===== src/rtl/breakout_pkg.sv =====
// breakout_pkg: shared button constants and debounce channel state type
// Exports: BTN_IDX_* bit positions, N_BUTTONS, DEBOUNCE_CYCLES_DEFAULT, btn_state_e
package breakout_pkg;
    localparam int BTN_IDX_LEFT  = 0;
    localparam int BTN_IDX_RIGHT = 1;
    localparam int BTN_IDX_A     = 2;
    localparam int BTN_IDX_B     = 3;
    localparam int N_BUTTONS     = 4;
    localparam int unsigned DEBOUNCE_CYCLES_DEFAULT = 400000;
    typedef enum logic [1:0] {
        ST_UP,
        ST_SETTLE_DOWN,
        ST_DOWN,
        ST_SETTLE_UP
    } btn_state_e;
endpackage


===== src/rtl/button_debounce_channel.sv =====
// button_debounce_channel: synchronize, debounce and edge-detect one button
// Ports: clk_i clock, rst_ni async active-low reset, btn_raw_i raw pad level,
//        frame_tick_i clears the latched press, level_o debounced level,
//        press_o one-cycle press pulse, latched_o sticky press flag
module button_debounce_channel
    import breakout_pkg::*;
#(
    parameter int unsigned DEBOUNCE_CYCLES = DEBOUNCE_CYCLES_DEFAULT
) (
    input  logic clk_i,
    input  logic rst_ni,
    input  logic btn_raw_i,
    input  logic frame_tick_i,
    output logic level_o,
    output logic press_o,
    output logic latched_o
);
    localparam int CNT_W = $clog2(DEBOUNCE_CYCLES);
    localparam logic [CNT_W-1:0] LAST = CNT_W'(DEBOUNCE_CYCLES - 1);

    logic [1:0]       sync_q;
    btn_state_e       state_q, state_d;
    logic [CNT_W-1:0] cnt_q, cnt_d;
    logic             level_q, level_d;
    logic             press_q, press_d;
    logic             latched_q, latched_d;
    logic             synced;

    assign synced = sync_q[1];

    // Counter defaults to zero so every exit from a settle state leaves it cleared
    always_comb begin
        state_d = state_q;
        cnt_d   = '0;
        unique case (state_q)
            ST_UP:          state_d = synced ? ST_SETTLE_DOWN : ST_UP;
            ST_SETTLE_DOWN: begin
                if (!synced)            state_d = ST_UP;
                else if (cnt_q == LAST) state_d = ST_DOWN;
                else                    cnt_d   = cnt_q + CNT_W'(1);
            end
            ST_DOWN:        state_d = synced ? ST_DOWN : ST_SETTLE_UP;
            ST_SETTLE_UP:   begin
                if (synced)             state_d = ST_DOWN;
                else if (cnt_q == LAST) state_d = ST_UP;
                else                    cnt_d   = cnt_q + CNT_W'(1);
            end
        endcase
        level_d   = (state_d == ST_DOWN) || (state_d == ST_SETTLE_UP);
        press_d   = level_d & ~level_q;
        // press_q keeps the flag set when a frame tick lands on the press pulse itself
        latched_d = press_d | press_q | (latched_q & ~frame_tick_i);
    end

    always_ff @(posedge clk_i or negedge rst_ni) begin
        if (!rst_ni) begin
            sync_q    <= '0;
            state_q   <= ST_UP;
            cnt_q     <= '0;
            level_q   <= 1'b0;
            press_q   <= 1'b0;
            latched_q <= 1'b0;
        end else begin
            sync_q    <= {sync_q[0], btn_raw_i};
            state_q   <= state_d;
            cnt_q     <= cnt_d;
            level_q   <= level_d;
            press_q   <= press_d;
            latched_q <= latched_d;
        end
    end

    assign level_o   = level_q;
    assign press_o   = press_q;
    assign latched_o = latched_q;
endmodule


===== src/rtl/button_conditioner.sv =====
// button_conditioner: independent debounced button channels for the game inputs
// Ports: CLK system clock, RST_N async active-low reset (deassertion synchronized upstream),
//        BTN_RAW raw pad levels, FRAME_TICK frame-done strobe, BTN_LEVEL debounced levels,
//        BTN_PRESS press pulses, BTN_PRESS_LATCHED sticky press flags
module button_conditioner #(
    parameter int unsigned DEBOUNCE_CYCLES = breakout_pkg::DEBOUNCE_CYCLES_DEFAULT,
    parameter int          N_BUTTONS       = breakout_pkg::N_BUTTONS
) (
    input  logic                 CLK,
    input  logic                 RST_N,
    input  logic [N_BUTTONS-1:0] BTN_RAW,
    input  logic                 FRAME_TICK,
    output logic [N_BUTTONS-1:0] BTN_LEVEL,
    output logic [N_BUTTONS-1:0] BTN_PRESS,
    output logic [N_BUTTONS-1:0] BTN_PRESS_LATCHED
);
    for (genvar i = 0; i < N_BUTTONS; i++) begin : g_ch
        button_debounce_channel #(
            .DEBOUNCE_CYCLES(DEBOUNCE_CYCLES)
        ) u_ch (
            .clk_i       (CLK),
            .rst_ni      (RST_N),
            .btn_raw_i   (BTN_RAW[i]),
            .frame_tick_i(FRAME_TICK),
            .level_o     (BTN_LEVEL[i]),
            .press_o     (BTN_PRESS[i]),
            .latched_o   (BTN_PRESS_LATCHED[i])
        );
    end
endmodule


===== config.mk =====
export PLATFORM = sky130hd
export DESIGN_NAME = button_conditioner
export DESIGN_NICKNAME = d
export VERILOG_FILES = /design/src/rtl/breakout_pkg.sv /design/src/rtl/button_debounce_channel.sv /design/src/rtl/button_conditioner.sv
export SDC_FILE = /design/constraint.sdc
export NUM_CORES = 1
export LEC_CHECK = 0
export CORE_ASPECT_RATIO = 0.9
export CORE_MARGIN = 8
export CORE_UTILIZATION = 55
export DETAILED_ROUTE_END_ITERATION = 16
export GPL_TIMING_DRIVEN = 0
export PLACE_DENSITY = 0.73
export SLEW_MARGIN = 20
export SYNTH_ARGS = -nofsm -noshare
export SYNTH_HDL_FRONTEND = slang
export SYNTH_SLANG_ARGS = --single-unit

===== constraint.sdc =====
create_clock -name CLK -period 3.57 [get_ports CLK]
set_input_delay 0.8925 -clock CLK [delete_from_list [all_inputs] [get_ports CLK]]
set_output_delay 0.8925 -clock CLK [all_outputs]
set_load 0.02 [all_outputs]

==> metrics.txt <==
# TYPE chip_impl_metric gauge
chip_impl_metric{name="clock-sinks",unit=""} 104
chip_impl_metric{name="number_of_maximum_capacitance_constraint_violations",unit=""} 0
chip_impl_metric{name="post_drt_wl_per_cell",unit="µm"} 14.15
chip_impl_metric{name="synth_nets",unit=""} 495
chip_impl_info{name="tritoncts",value="done"} 1
chip_impl_info{name="worstReg2RegStart",value="g_ch[1].u_ch.cnt_q[0]$_DFF_PN0_"} 1
chip_impl_metric{name="final.period_utilization",unit="%"} 66.95
chip_impl_info{name="timing.hold.worst_endpoint",value="g_ch[0].u_ch.sync_q[1]$_DFF_PN0_"} 1
chip_impl_metric{name="detail_route.vias_per_cell",unit=""} 5.618
chip_impl_metric{name="dp_worst_setup_slack",unit="ns"} 1.159
chip_impl_metric{name="setup_viol_count_final",unit=""} 0
chip_impl_info{name="crit_top_cell",value="sky130_fd_sc_hd__clkbuf_1"} 1
chip_impl_metric{name="worst_setup_slack_for_register_to_register_paths",unit="ns"} 1.18
chip_impl_info{name="rsz0062_at_grt",value="false"} 1
chip_impl_info{name="worst_hold_check_path_type",value="reg -> reg"} 1
chip_impl_metric{name="detail_route.wirelength",unit="µm"} 9002
chip_impl_metric{name="number_of_enable_flip_flop_cells_after_synthesis",unit=""} 0
chip_impl_info{name="synthFlopType",value="sky130_fd_sc_hd__dfrtp_1"} 1
chip_impl_info{name="synth.top_cells.by_area",value="sky130_fd_sc_hd__dfrtp_1, sky130_fd_sc_hd__xnor2_1, sky130_fd_sc_hd__nor2_1"} 1
chip_impl_metric{name="route.antenna.remaining_nets",unit=""} 0
chip_impl_metric{name="i_o_buffers",unit=""} 18
chip_impl_metric{name="synthDistinctLibCells",unit=""} 46
chip_impl_metric{name="max_freq",unit="GHz"} 0.4184
chip_impl_info{name="timing.critical_path.cells",value="ha_1, and3_1, clkbuf_1, nand3_1, o21ai_1, clkbuf_1, nor2_1"} 1
chip_impl_metric{name="hold_path_cells",unit=""} 0
chip_impl_metric{name="postLayoutCellArea",unit="µm²"} 5454
chip_impl_metric{name="die_area",unit="µm²"} 12220
chip_impl_metric{name="clk_pin_slew",unit="ns"} 0.09
chip_impl_info{name="clock_tree.root_cell",value="sky130_fd_sc_hd__clkbuf_8"} 1
chip_impl_metric{name="grt_first_pass_wirelength",unit="µm"} 15590
chip_impl_info{name="regToRegEndpoint",value="g_ch[1].u_ch.cnt_q[13]$_DFF_PN0_"} 1
chip_impl_metric{name="power.density_cell_area",unit="nW/µm²"} 360.4
chip_impl_metric{name="total_leakage_power",unit="nW"} 2.202
chip_impl_metric{name="chipWidth",unit="µm"} 115.6
chip_impl_metric{name="crit_required",unit="ns"} 3.81
chip_impl_metric{name="cts_made_buffers",unit=""} 9
chip_impl_metric{name="finalClockSkew",unit="ns"} 0.01142
chip_impl_info{name="path_class",value="reg -> reg"} 1
chip_impl_metric{name="grt_use_total",unit="%"} 15.66
chip_impl_info{name="critical_path.endpoint_type",value="register"} 1
chip_impl_metric{name="cts_htree_levels",unit=""} 3
chip_impl_metric{name="hold_viol_final",unit=""} 0
chip_impl_metric{name="drt_iter0_markers",unit=""} 167
chip_impl_metric{name="synth.ff_latch_count",unit=""} 104
chip_impl_metric{name="clk_latency",unit="ns"} 0.37
chip_impl_metric{name="num_rows",unit=""} 32
chip_impl_info{name="timing.hold.worst.start",value="g_ch[0].u_ch.sync_q[0]$_DFF_PN0_"} 1
chip_impl_metric{name="tightestPinTransition",unit="ns"} 0.6737
chip_impl_metric{name="start_util",unit="%"} 57.06
chip_impl_metric{name="design.core.area",unit="µm²"} 8608
chip_impl_metric{name="setup_total_negative_slack",unit="ns"} 0
chip_impl_metric{name="cpPeakStageDelay",unit="ns"} 0.55
chip_impl_info{name="timing.critical_path.slowest_stage_cell",value="sky130_fd_sc_hd__o21ai_1"} 1
chip_impl_metric{name="ctsHoldBuffers",unit=""} 0
chip_impl_metric{name="yosysSeqAreaShare",unit="%"} 52.98
chip_impl_metric{name="postCtsSetupRepairBufs",unit=""} 0
chip_impl_metric{name="layout-drive-gt1-share",unit="%"} 8.124
chip_impl_metric{name="place.detailed.hpwl",unit="µm"} 6317
chip_impl_metric{name="ff_latch_area",unit="µm²"} 2603
chip_impl_metric{name="final_period_minus_worst_setup_slack",unit="ns"} 2.390
chip_impl_metric{name="ir_worst_vdd",unit="mV"} 0.2394
chip_impl_metric{name="finalWeightedCongestion",unit=""} 0.8183
chip_impl_metric{name="fp.dieH",unit="µm"} 105.7
chip_impl_metric{name="io_pins",unit=""} 19
chip_impl_metric{name="via_count_of_the_first_global_routing_pass",unit=""} 3558
chip_impl_metric{name="num_vias",unit=""} 3573
chip_impl_metric{name="r2r.worst_path.cells",unit=""} 7
chip_impl_metric{name="grt_antenna_before_repair",unit=""} 0
chip_impl_metric{name="final_nets",unit=""} 525
chip_impl_metric{name="total_power",unit="W"} 0.001966
chip_impl_metric{name="cts_resized",unit=""} 0
chip_impl_metric{name="remaining_drc_errors",unit=""} 0
chip_impl_metric{name="globalRoute.totalOverflow",unit=""} 0
chip_impl_info{name="worstSetupStartpointType",value="register"} 1
chip_impl_metric{name="syn_area_per_cell",unit="µm²"} 10.15
chip_impl_metric{name="areaGrowthSynthToFinish",unit="%"} 11.03
chip_impl_metric{name="slew-limit-headroom",unit="%"} 54.79
chip_impl_metric{name="critical_path.max_fanout",unit=""} 10
chip_impl_metric{name="synth_area",unit="µm²"} 4912
chip_impl_metric{name="multi_input_area",unit="µm²"} 2126
chip_impl_metric{name="n_fill_cell",unit=""} 730
chip_impl_metric{name="placement.cell_area",unit="µm²"} 5270
chip_impl_metric{name="total_count_of_max_transition_violations_in_the_final_report",unit=""} 0
chip_impl_metric{name="pin_count_of_the_biggest_net_entering_global_routing",unit=""} 77
chip_impl_metric{name="critPathArrivalTime",unit="ns"} 2.63
chip_impl_metric{name="synthesis.yosys.warnings",unit=""} 0
chip_impl_metric{name="postLayoutSetupSlackWorst",unit="ns"} 1.180
chip_impl_info{name="largest_area_contributor_in_the_netlist",value="sky130_fd_sc_hd__dfrtp_1"} 1
chip_impl_metric{name="drt_pass1_iterations",unit=""} 4
chip_impl_metric{name="synth_cells",unit=""} 484
chip_impl_metric{name="synth_async_sr_flop_share",unit="%"} 100.0
chip_impl_metric{name="yosys.area.top_type_share",unit="%"} 52.98
chip_impl_metric{name="clock_tree.buffer_depth",unit=""} 2
chip_impl_metric{name="antenna-diode-count",unit=""} 0
chip_impl_info{name="status",value="completed"} 1
-- worst max-delay path, delay by kind of cell (launching register included) --
kind                     cells  cell delay, ns
buffers and inverters        2            0.70
AO/OA/AOI/OAI                1            0.55
flip-flops                   1            0.40
AND/OR/NAND/NOR              3            0.40
adder cells (fa/ha/maj)      1            0.22
-- metal layers --
metal | vias to the layer above | part of all wire, % | global-route usage (%)
li1 | 1751 | - | -
met2 | 65 | 46 | 25.06
met4 | 0 | 1.7 | 5.920
met1 | 1739 | 47 | 19.74
met5 | - | 0 | 0
met3 | 18 | 4.5 | 4.392
-- area by class of cell --
type,count,share of cell area [%]
Clock inverter,5,1.101
Tap cell,119,2.730
Clock buffer,9,2.271
Timing Repair Buffer,19,3.831
Buffer,21,2.340
Inverter,15,1.032
Sequential cell,104,47.72
Multi-Input combinational cell,344,38.98
-- flip-flops by register name (all words and copies together), names as in the netlist --
signal               cells
g_ch.u_ch.cnt_q         76
g_ch.u_ch.state_q        8
g_ch.u_ch.sync_q         8
g_ch.u_ch.latched_o      4
g_ch.u_ch.level_o        4
g_ch.u_ch.press_o        4
-- cell usage after synthesis (13+ instances only) --
master                    count
sky130_fd_sc_hd__dfrtp_1    104
sky130_fd_sc_hd__nor2_1      68
sky130_fd_sc_hd__xnor2_1     30
sky130_fd_sc_hd__nand3_1     29
sky130_fd_sc_hd__nand2_1     27
sky130_fd_sc_hd__xor2_1      24
sky130_fd_sc_hd__a21oi_1     21
sky130_fd_sc_hd__nand4_1     20
sky130_fd_sc_hd__o21ai_0     17
sky130_fd_sc_hd__inv_1       15
sky130_fd_sc_hd__or3_1       14
sky130_fd_sc_hd__buf_4       13
-- power by group --
part	internal (W)	leakage (nW)	switching [W]	total [W]
Sequential	0.00119	1.42	0.00000838	0.00120
Combinational	0.0000184	0.701	0.0000440	0.0000624
Clock	0.000316	0.0794	0.000391	0.000707
-- logic make-up after synthesis --
group / Yosys count / share of synthesized area (%)
DFF: 104 / 52.98
adders and majority gates: 4 / 1.019
muxes: 9 / 1.987
AOI/OAI and AO/OA: 53 / 6.521
buffers and inverters: 36 / 3.744
and+or+nand+nor: 224 / 24.12
xor gates and xnor gates: 54 / 9.628
-- per-stage QoR --
step | std cells | util, % | hold WS (ns)
finish | 636 | 63.36 | 0.3603
detailed placement | 622 | 61.22 | 0.3386
global placement | 621 | 60.89 | 0.3345
floorplan | 484 | - | 0.3312
CTS | 636 | 63.36 | 0.3552
global route | 636 | 63.36 | 0.3568
-- placed cells by master (no fill, tap or decap), types with 4 or more instances in the layout --
master and n:
sky130_fd_sc_hd__a21oi_1 21, sky130_fd_sc_hd__and2_1 5, sky130_fd_sc_hd__and3_1 10, sky130_fd_sc_hd__and4_1 5
sky130_fd_sc_hd__buf_4 13, sky130_fd_sc_hd__clkbuf_1 8, sky130_fd_sc_hd__clkbuf_8 9, sky130_fd_sc_hd__clkdlybuf4s50_1 17
sky130_fd_sc_hd__clkinvlp_4 4, sky130_fd_sc_hd__dfrtp_1 104, sky130_fd_sc_hd__ha_1 4, sky130_fd_sc_hd__inv_1 15
sky130_fd_sc_hd__mux2_2 6, sky130_fd_sc_hd__nand2_1 27, sky130_fd_sc_hd__nand2b_1 4, sky130_fd_sc_hd__nand3_1 29
sky130_fd_sc_hd__nand4_1 20, sky130_fd_sc_hd__nor2_1 68, sky130_fd_sc_hd__nor3_1 12, sky130_fd_sc_hd__nor4_1 7
sky130_fd_sc_hd__nor4b_1 4, sky130_fd_sc_hd__o21ai_0 17, sky130_fd_sc_hd__or3_1 14, sky130_fd_sc_hd__or4_1 6
sky130_fd_sc_hd__xnor2_1 30, sky130_fd_sc_hd__xor2_1 24
-- worst max path at each step --
| stage | from | to | cells past startpoint |
|---|---|---|---|
| global placement | RST_N | g_ch[3].u_ch.cnt_q[10]$_DFF_PN0_ | 1 |
| global route | g_ch[1].u_ch.cnt_q[0]$_DFF_PN0_ | g_ch[1].u_ch.cnt_q[13]$_DFF_PN0_ | 7 |
| floorplan | g_ch[3].u_ch.cnt_q[14]$_DFF_PN0_ | g_ch[3].u_ch.latched_o$_DFF_PN0_ | 4 |
| finish | g_ch[1].u_ch.cnt_q[0]$_DFF_PN0_ | g_ch[1].u_ch.cnt_q[13]$_DFF_PN0_ | 7 |
| CTS | g_ch[3].u_ch.level_o$_DFF_PN0_ | BTN_LEVEL[3] | 2 |
| detailed placement | g_ch[1].u_ch.cnt_q[0]$_DFF_PN0_ | g_ch[1].u_ch.cnt_q[13]$_DFF_PN0_ | 7 |
No activity file was read; power rests on OpenSTA's default activity.
